## config.mk

```make
export PLATFORM = sky130hd
export DESIGN_NAME = ram_banked_clr
export DESIGN_NICKNAME = d
export VERILOG_FILES = /design/src/rtl/ram_banked_clr.sv
export SDC_FILE = /design/constraint.sdc
export NUM_CORES = 1
export LEC_CHECK = 0
export BUFFER_PORTS_ARGS = -buffer_cell sky130_fd_sc_hd__buf_4
export CAP_MARGIN = 5
export CORE_MARGIN = 2
export CORE_UTILIZATION = 59
export DETAILED_ROUTE_END_ITERATION = 10
export MAX_ROUTING_LAYER = met4
export PLACE_DENSITY = 0.82
export SYNTH_ARGS = -nofsm -noshare
export SYNTH_HDL_FRONTEND = slang
export SYNTH_SLANG_ARGS = --single-unit
export TNS_END_PERCENT = 5
```

## constraint.sdc

```tcl
create_clock -name clk -period 3.42 [get_ports clk]
set_input_delay 0.513 -clock clk [delete_from_list [all_inputs] [get_ports clk]]
set_output_delay 0.513 -clock clk [all_outputs]
set_load 0.01 [all_outputs]
```

## src/rtl/ram_banked_clr.sv

```systemverilog
// ram_banked_clr
//   Parametrised single-port synchronous RAM with a registered read path.
//   After reset, an optional clear sweep writes zero to every word.
//   While the sweep runs, busy is high and access requests are dropped.
//
// Parameters
//   DATA_WIDTH      word width in bits
//   ADDR_WIDTH      address bits; DEPTH = 2**ADDR_WIDTH words
//   CLEAR_ON_RESET  1: zero all words after reset; 0: no sweep, contents undefined
//
// Ports
//   clk           rising-edge clock
//   reset         synchronous, active-high reset
//   enable        access request; ignored while busy
//   write_enable  1 = write, 0 = read; qualified by enable
//   addr          word address
//   dados_in      write data
//   dados_out     registered read data; holds its last value
//   dados_valid   one-cycle pulse after each accepted read
//   busy          clear sweep in progress
module ram_banked_clr #(
  parameter int DATA_WIDTH     = 8,
  parameter int ADDR_WIDTH     = 2,
  parameter bit CLEAR_ON_RESET = 1'b1
) (
  input  logic                  clk,
  input  logic                  reset,
  input  logic                  enable,
  input  logic                  write_enable,
  input  logic [ADDR_WIDTH-1:0] addr,
  input  logic [DATA_WIDTH-1:0] dados_in,
  output logic [DATA_WIDTH-1:0] dados_out,
  output logic                  dados_valid,
  output logic                  busy
);

  localparam int DEPTH = 2 ** ADDR_WIDTH;

  typedef enum logic {
    ST_CLEAR,
    ST_IDLE
  } state_t;

  state_t                r_state;
  state_t                w_state_nxt;
  logic [ADDR_WIDTH-1:0] r_clear_ptr;
  logic [ADDR_WIDTH-1:0] w_clear_ptr_nxt;
  logic [DATA_WIDTH-1:0] r_dados_out;
  logic                  r_dados_valid;
  logic [DATA_WIDTH-1:0] r_mem [0:DEPTH-1];

  logic                  w_mem_we;
  logic [ADDR_WIDTH-1:0] w_mem_addr;
  logic [DATA_WIDTH-1:0] w_mem_wdata;
  logic                  w_rd_en;

  // Next-state and port-sharing logic. The sweep and user writes share the
  // single write port; the sweep owns it for the whole CLEAR state.
  always_comb begin
    w_state_nxt     = r_state;
    w_clear_ptr_nxt = r_clear_ptr;
    w_mem_we        = 1'b0;
    w_mem_addr      = addr;
    w_mem_wdata     = dados_in;
    w_rd_en         = 1'b0;

    case (r_state)
      ST_CLEAR: begin
        w_mem_we        = 1'b1;
        w_mem_addr      = r_clear_ptr;
        w_mem_wdata     = '0;
        w_clear_ptr_nxt = r_clear_ptr + 1'b1;
        // DEPTH is a power of two, so the last word is the all-ones address.
        if (r_clear_ptr == '1) begin
          w_state_nxt = ST_IDLE;
        end
      end
      ST_IDLE: begin
        if (enable) begin
          if (write_enable) begin
            w_mem_we = 1'b1;
          end else begin
            w_rd_en = 1'b1;
          end
        end
      end
      default: begin
        w_state_nxt = ST_IDLE;
      end
    endcase
  end

  always_ff @(posedge clk) begin
    if (reset) begin
      r_state       <= CLEAR_ON_RESET ? ST_CLEAR : ST_IDLE;
      r_clear_ptr   <= '0;
      r_dados_out   <= '0;
      r_dados_valid <= 1'b0;
    end else begin
      r_state       <= w_state_nxt;
      r_clear_ptr   <= w_clear_ptr_nxt;
      r_dados_valid <= w_rd_en;
      if (w_rd_en) begin
        r_dados_out <= r_mem[addr];
      end
    end
  end

  // Storage is not reset; a write is suppressed on a reset edge so that a
  // reset arriving mid-sweep or mid-access leaves no partial side effect.
  always_ff @(posedge clk) begin
    if (!reset && w_mem_we) begin
      r_mem[w_mem_addr] <= w_mem_wdata;
    end
  end

  assign dados_out   = r_dados_out;
  assign dados_valid = r_dados_valid;
  assign busy        = (r_state == ST_CLEAR);

endmodule

```

==> reports/results.ini, run 1 <==
[critical_path]
crit_required_ns=3.49
worstSetupStartpointType=flip-flop
worstPathArrival_ns=2.10
worst_r2r_path_depth=3
cp_max_fo=20
critPathKind=flip-flop to flip-flop
endpoint_kind=flip-flop

[cts]
cts.reportedPaths.clkPinSlew_ns=0.11
cts_resized=0
root_buffer=clkbuf_4
clockBufferDepth=2
post_cts_buffers=0
hold_buffers=0
clock_latency_ns=0.35
cts_max_level=2
cts_buffers=5
cts_tree=yes
cts_sinks=44

[drt]
postRouteAntennaNets=0
drtPass1Iterations=4
route.detailed.drc=0
drt_iter0_drc=40
wl_met2_um=1420
highest_layer=met3
wl_met3_um=212
avgRoutedWirePerCell_um=17.4
met1_length_um=1200
wl_um=2830
avgViaCountPerCell=5.94
num_vias=968

[global_route]
grt-ovfl-total=0
grt_pass1_vias=978
antenna_found_initial=0
grt.total_usage=0.192
grt_pass1_wl_um=4480
grt_max_degree=21

[sta]
hold_viol=0
finalMaxSlewViolations=0
max_freq_mhz=494
rsz0062_at_grt=no
tightest_slew_ns=0.590
fin_setup_tns_ns=0
maxSlewHeadroom=0.606
finalCritPeriodShare=0.592
finalSetupViolations=0
period_minus_slack_ns=2.02
skew_ns=0.00551

[logic_synthesis]
ys_ff_latch=44
syn_area_um2=1730
ys_seq_area_frac=0.696
yosysWarnings=0
ys_async_sr_fraction=0
syn_nets=117
synth_common_cells=edfxtp_1, dfxtp_1
synth.distinct_cells=23
synth_top_area_share=0.557
synth_area_leader_cell=edfxtp_1
synth.area.top_cells=edfxtp_1, dfxtp_1, mux4_2, a22o_1, and2_1
yosys.cell_count.top_type=edfxtp_1
synth_area_per_cell_um2=16.9
synth_edf_count=32
synth-main-ff-cell=edfxtp_1
netlist_instances=102

[die]
num_io_pins=24
fp.dieW_um=58.1
die_y_um=58.1
start_util=0.626
num_rows=19
die_area_um2=3380
core_um2=2760

[hold_path]
min_path_cells=2
holdCritPathClass=input pin to flip-flop

[flow_run]
maxCapViolations=0

[placed_design]
placement.io_buffers=23
dpl.hpwl_um=2050
postPlaceCellArea_um2=1940
place_congestion=0.750

[power_and_ir_drop]
vdd_drop_max_mv=0.530
total_power_mw=0.959
leakagePower_nw=0.725
power-per-cell-area_nw_per_um2=481

[finish]
drive_gt1_frac=0.333
diodes=0
syn_to_final_growth_pct=15.6
nNetsFinal=146
fillers=182
final_cell_area_um2=2000

[outcome]
status=finished clean

==> power by group <==
group | switching, mW | total, mW | internal, mW
registers | 0.0155 | 0.625 | 0.610
clock network | 0.155 | 0.233 | 0.0784
logic | 0.0489 | 0.101 | 0.0517
==> critical path, stage by stage, from the launching register on <==
cell      delay, ns
dfxtp_1        0.71
nand4b_1       0.21
a211oi_1       0.57
buf_4          0.25
==> metrics by stage <==
step	setup WS (ns)	hold slack (ns)	instances	utilization
global route	1.28	0.451	163	0.724
CTS	1.39	0.438	163	0.724
floorplan	1.34	0.470	102	-
finish	1.40	0.453	163	0.724
detailed placement	1.41	0.517	155	0.705
global placement	1.47	0.494	155	0.705
==> routing by layer <==
metal  GRT usage  vias to the layer above
li1            -                      453
met4      0.0797                        0
met2       0.304                       45
met1       0.240                      470
met5           -                        -
met3      0.0469                        0
==> placed cells by master, fill, tap and decap left out, types with 2 or more instances in the layout <==
master,instances
a22o_1,8
and2_1,8
buf_4,28
mux4_2,8
mux2i_1,2
dfxtp_1,12
edfxtp_1,32
clkbuf_4,5
a211oi_1,4
nor2_1,3
nor2b_1,8
==> cells by family (layout without fill, tap and decap cells) <==
family / count (synthesis) / after routing / share of synthesized area
flip-flops: 44 / 44 / 0.696
adder cells (fa/ha/maj): 1 / 1 / 0.00725
buffers and inverters: 7 / 37 / 0.0210
multiplexers: 11 / 11 / 0.122
AND/OR/NAND/NOR: 26 / 26 / 0.0928
AO/OA/AOI/OAI: 13 / 13 / 0.0609
==> worst paths after layout <==
kind | from | end | slack (ns)
worst min register to register | r_clear_ptr[0] | r_clear_ptr[0] | 0.53
worst max register to register | r_state | r_mem[2][4] | 1.40
worst max-delay path | r_state | r_mem[2][4] | 1.40
worst min-delay path | reset | r_state | 0.45
==> final cells by class <==
| class | count | area [um2] | share of cell area |
|---|---|---|---|
| flip-flops and latches | 44 | 1200 | 0.602 |
| multi-input cells | 51 | 489 | 0.245 |
| clock inverters | 2 | 11.3 | 0.00564 |
| well taps | 31 | 38.8 | 0.0194 |
| repair buffers | 28 | 210 | 0.105 |
| inverters | 1 | 3.75 | 0.00188 |
| clock buffers | 6 | 41.3 | 0.0207 |
==> registers in the layout, indices dropped and copies added, names as in the netlist <==
name	count
r_mem	32
dados_out	8
r_clear_ptr	2
dados_valid	1
r_state	1
(Power assumes the default switching activity.)
==> run 2, diff against run 1 <==
Settings changed: CORE_UTILIZATION 59 to 55, PLACE_DENSITY 0.82 to 0.77.
Clock period 3.42 ns to 2 ns, I/O delays scaled along.
==> reports/results.ini, run 2 (same netlist as run 1, synthesis figures left out) <==
[outcome]
status=finished clean

[global_route]
grt_pass1_wl_um=4690
grt_max_degree=17
grt.total_usage=0.196
grt-ovfl-total=0
antenna_found_initial=0
grt_pass1_vias=968

[critical_path]
worst_r2r_path_depth=4
rrSetupSlack_ns=0.32
endpoint_kind=flip-flop
crit_top_cell=buf_4
crit_chain=buf_4 -> or2_2 -> a211oi_1 -> buf_4
critPathKind=flip-flop to flip-flop
rr_startpoint=r_state
crit_required_ns=2.06
cpPeakStageDelay_ns=0.41
slowest_stage=dfxtp_1
worstSetupStartpointType=flip-flop
cp_max_fo=14
setup.worst_path.end=r_mem[0][0]
cp-startpoint=r_state
rr_endpoint=r_mem[0][0]
worstPathArrival_ns=1.74

[sta]
hold_viol=0
skew_ns=0.00845
max_freq_mhz=595
tightest_slew_ns=0.366
fin_setup_tns_ns=0
finalMaxSlewViolations=0
finalCritPeriodShare=0.841
period_minus_slack_ns=1.68
rsz0062_at_grt=no
finalSetupViolations=0
maxSlewHeadroom=0.756

[power_and_ir_drop]
p_seq_frac=0.650
p_int_mw=1.26
vdd_drop_max_mv=0.558
p_switching_mw=0.374
power-per-cell-area_nw_per_um2=809
leakagePower_nw=0.743
power_switching_share=0.228
p_comb_frac=0.112
clkPwrFrac=0.237

[cts]
cts_tree=yes
cts_resized=0
hold_buffers=0
root_buffer=clkbuf_4
cts_buffers=5
post_cts_buffers=0
cts_sinks=44
cts_max_level=2
clockBufferDepth=2
clock_latency_ns=0.34
cts.reportedPaths.clkPinSlew_ns=0.11

[drt]
route.detailed.drc=0
avgViaCountPerCell=5.41
drt_iter0_drc=47
avgRoutedWirePerCell_um=16.9
postRouteAntennaNets=0
wl_um=3010
num_vias=963
drtPass1Iterations=4

[die]
fp.dieW_um=60.0
num_rows=20
die_y_um=60.0
core_um2=3030
die_area_um2=3600
num_io_pins=24
start_util=0.570

[finish]
fillers=225
syn_to_final_growth_pct=17.3
final_common_cell=edfxtp_1
final_cell_mix=edfxtp_1, buf_4, dfxtp_1
largest_reg_flops=32
drive_gt1_frac=0.351
final_util=0.669
diodes=0
nNetsFinal=148
top_register=r_mem

[placed_design]
place_congestion=0.877
placement.io_buffers=23

[hold_path]
holdCritPathClass=input pin to flip-flop

[flow_run]
maxCapViolations=0

-- run 2: changes by cell type in the layout (fill, tap and decap cells not counted), sizes merged --
cell      previous run  this run
clkinv               1         3
buf                 28        30
clkinvlp             1         0
clkbuf               6         5
-- run 2: worst max-delay path, delay by kind of cell (launching register included) --
family / cells / cell delay [ns]
DFF: 1 / 0.41
buffers and inverters: 2 / 0.43
AOI/OAI and AO/OA: 1 / 0.23
and+or+nand+nor: 1 / 0.33
-- run 2: stage by stage --
stage	total power, mW	hold slack (ns)	instance area [um2]	std cells	setup slack [ns]
after floorplan	1.19	0.470	1730	102	0.102
after detailed placement	1.27	0.490	1970	170	0.385
after global routing	1.70	0.246	2030	178	0.277
after global placement	1.26	0.498	1970	170	0.446
final	1.64	0.252	2030	178	0.318
after CTS	1.65	0.246	2030	178	0.338
-- run 2: worst min-delay path by stage --
stage,cells past startpoint,from,slack [ns],endpoint
after global routing,2,reset,0.25,r_clear_ptr[0]
after global placement,2,r_clear_ptr[0],0.50,r_clear_ptr[0]
after CTS,2,reset,0.25,r_clear_ptr[0]
after detailed placement,2,r_clear_ptr[0],0.49,r_clear_ptr[0]
after floorplan,2,r_clear_ptr[0],0.47,r_clear_ptr[0]
final,2,reset,0.25,r_clear_ptr[0]
-- run 2: layout make-up --
cell class | instances | area (um2) | area share
tap | 44 | 55.1 | 0.0272
sequential | 44 | 1200 | 0.593
multi-input combinational | 51 | 489 | 0.242
clock inverter | 3 | 13.8 | 0.00679
timing repair buffer | 30 | 225 | 0.111
clock buffer | 5 | 37.5 | 0.0185
inverter | 1 | 3.75 | 0.00185
-- run 2: routing by layer --
layer	global-route usage	vias up	part of all wire
met5	-	-	0
met4	0.0762	0	0.0076
met3	0.0606	4	0.054
met2	0.290	36	0.50
met1	0.256	468	0.44
li1	-	455	-
-- run 2: power groups by stage --
stage	logic [mW]	clock network (mW)	registers [mW]
floorplan	0.116	0	1.08
global placement	0.176	0	1.08
detailed placement	0.184	0	1.09
CTS	0.185	0.397	1.07
global route	0.198	0.435	1.07
finish	0.184	0.389	1.07
==> run 3, diff against run 2 <==
Settings changed: ABC_AREA from default to 1, CORE_UTILIZATION 55 to 56.
Clock period 2 ns to 1.6 ns, I/O delays scaled along.
==> reports/results.ini, run 3 <==
[hold_path]
holdCritPathClass=input pin to flip-flop
min_path_cells=2

[global_route]
grt_pass1_vias=1282
grtUsageMet1=0.238
gr-max-usage-layer=met2
grt.total_usage=0.215
grt_max_degree=18
antenna_found_initial=0
met2_usage=0.337
grt_pass1_wl_um=6040
use_met3=0.0667
grt-ovfl-total=0

[drt]
route.detailed.drc=0
avgRoutedWirePerCell_um=14.1
avgViaCountPerCell=4.93
postRouteAntennaNets=0
num_vias=1292
drt_iter0_drc=58
wl_um=3700
drtPass1Iterations=4

[logic_synthesis]
synth-main-ff-cell=edfxtp_1
yosys.cell_count.top_type=nand2_1
ys_async_sr_fraction=0
synth_area_per_cell_um2=10.5
synth_top_area_share=0.499
synth.distinct_cells=23
netlist_instances=184
synth_common_cells=nand2_1, edfxtp_1, inv_1
ys_seq_area_frac=0.624
ys_ff_latch=44
synth_area_leader_cell=edfxtp_1
syn_nets=199
syn_area_um2=1930
synth_edf_count=32
synth.area.top_cells=edfxtp_1, dfxtp_1, nand2_1, nand3_2, inv_1
yosysWarnings=0

[die]
num_rows=21
start_util=0.582
die_y_um=62.6
num_io_pins=24
die_area_um2=3920
fp.dieW_um=62.6
core_um2=3310

[finish]
largest_reg_flops=32
diodes=0
stdcell_count=262
syn_to_final_growth_pct=15.7
final_cell_mix=nand2_1, edfxtp_1, buf_4
nNetsFinal=230
drive_gt1_frac=0.296
final_util=0.673
top_register=r_mem
final_common_cell=nand2_1

[cts]
root_buffer=clkbuf_4
clockBufferDepth=2
hold_buffers=0
cts_tree=yes
cts_buffers=5
cts_max_level=2
clock_latency_ns=0.35
cts_sinks=44
cts.reportedPaths.clkPinSlew_ns=0.13

[power_and_ir_drop]
power-per-cell-area_nw_per_um2=1080
vdd_drop_max_mv=0.742
leakagePower_nw=1.02

[critical_path]
slowest_stage=dfxtp_2
cp_max_fo=10
crit_chain=buf_4 -> inv_1 -> buf_4
cpPeakStageDelay_ns=0.44
crit_required_ns=1.36
worstPathArrival_ns=1.24
worstSetupStartpointType=flip-flop
critPathKind=flip-flop to primary output
crit_top_cell=buf_4
worst_r2r_path_depth=5
endpoint_kind=primary output

[sta]
tightest_slew_ns=0.242
period_minus_slack_ns=1.48
hold_viol=0
rsz0062_at_grt=no
maxSlewHeadroom=0.837
finalMaxSlewViolations=0
finalCritPeriodShare=0.922
finalSetupViolations=0
skew_ns=0.00966
max_freq_mhz=678

[placed_design]
place_congestion=0.844
dp.cells=254
placement.io_buffers=23
dpl.hpwl_um=2900

[flow_run]
maxCapViolations=0

[outcome]
status=finished clean

run 3: final timing paths:
path	start	end	slack (ns)
min	reset	r_state	0.06
min reg2reg	r_clear_ptr[0]	r_clear_ptr[0]	0.51
max reg2reg	r_clear_ptr[0]	r_mem[1][3]	0.19
max	r_state	busy	0.12
run 3: cell families after synthesis:
family	after synthesis	synth area share
simple gates	97	0.247
flops	44	0.624
buf+inv	30	0.0897
compound gates	12	0.0331
fa+ha+maj	1	0.00650
run 3: power by group:
| group | leakage [nW] | internal, mW | switching [mW] |
|---|---|---|---|
| Sequential | 0.402 | 1.33 | 0.0461 |
| Clock | 0.0418 | 0.334 | 0.368 |
| Combinational | 0.581 | 0.124 | 0.203 |
| Total | 1.02 | 1.79 | 0.617 |
run 3: layout make-up:
| cell class | instances | area, um2 |
|---|---|---|
| repair buffers | 30 | 225 |
| clock inverters | 3 | 46.3 |
| well taps | 46 | 57.6 |
| inverters | 24 | 103 |
| flip-flops and latches | 44 | 1200 |
| multi-input cells | 110 | 557 |
| clock buffers | 5 | 37.5 |
| fillers | 265 | 1080 |
run 3: stage by stage:
stage                     hold slack [ns]  power [mW]  setup slack, ns  setup TNS [ns]  area [um2]
after floorplan                     0.309        1.61          -0.0257          -0.294        1930
after global placement              0.430        1.71            0.211               0        2140
after detailed placement            0.438        1.73            0.151               0        2140
after CTS                          0.0393        2.43            0.107               0        2230
after global routing               0.0367        2.52           0.0424               0        2230
final                              0.0600        2.41            0.124               0        2230
run 3: repair_timing:
item	4_1_cts	5_1_grt
setup endpoints to repair	1	0
endpoints found under the hold margin	0	0
resized for setup	1	0
buffers inserted	0	0
run 3: critical path: cells and delay by family (launching register included):
| kind | cells | cell delay (ns) |
|---|---|---|
| flops | 1 | 0.44 |
| buf+inv | 3 | 0.46 |
run 3: per-layer routing:
layer | share of wire | vias to the layer above
met5 | 0 | -
met4 | 0.052 | 0
met3 | 0.045 | 14
met2 | 0.48 | 41
met1 | 0.42 | 582
li1 | - | 655
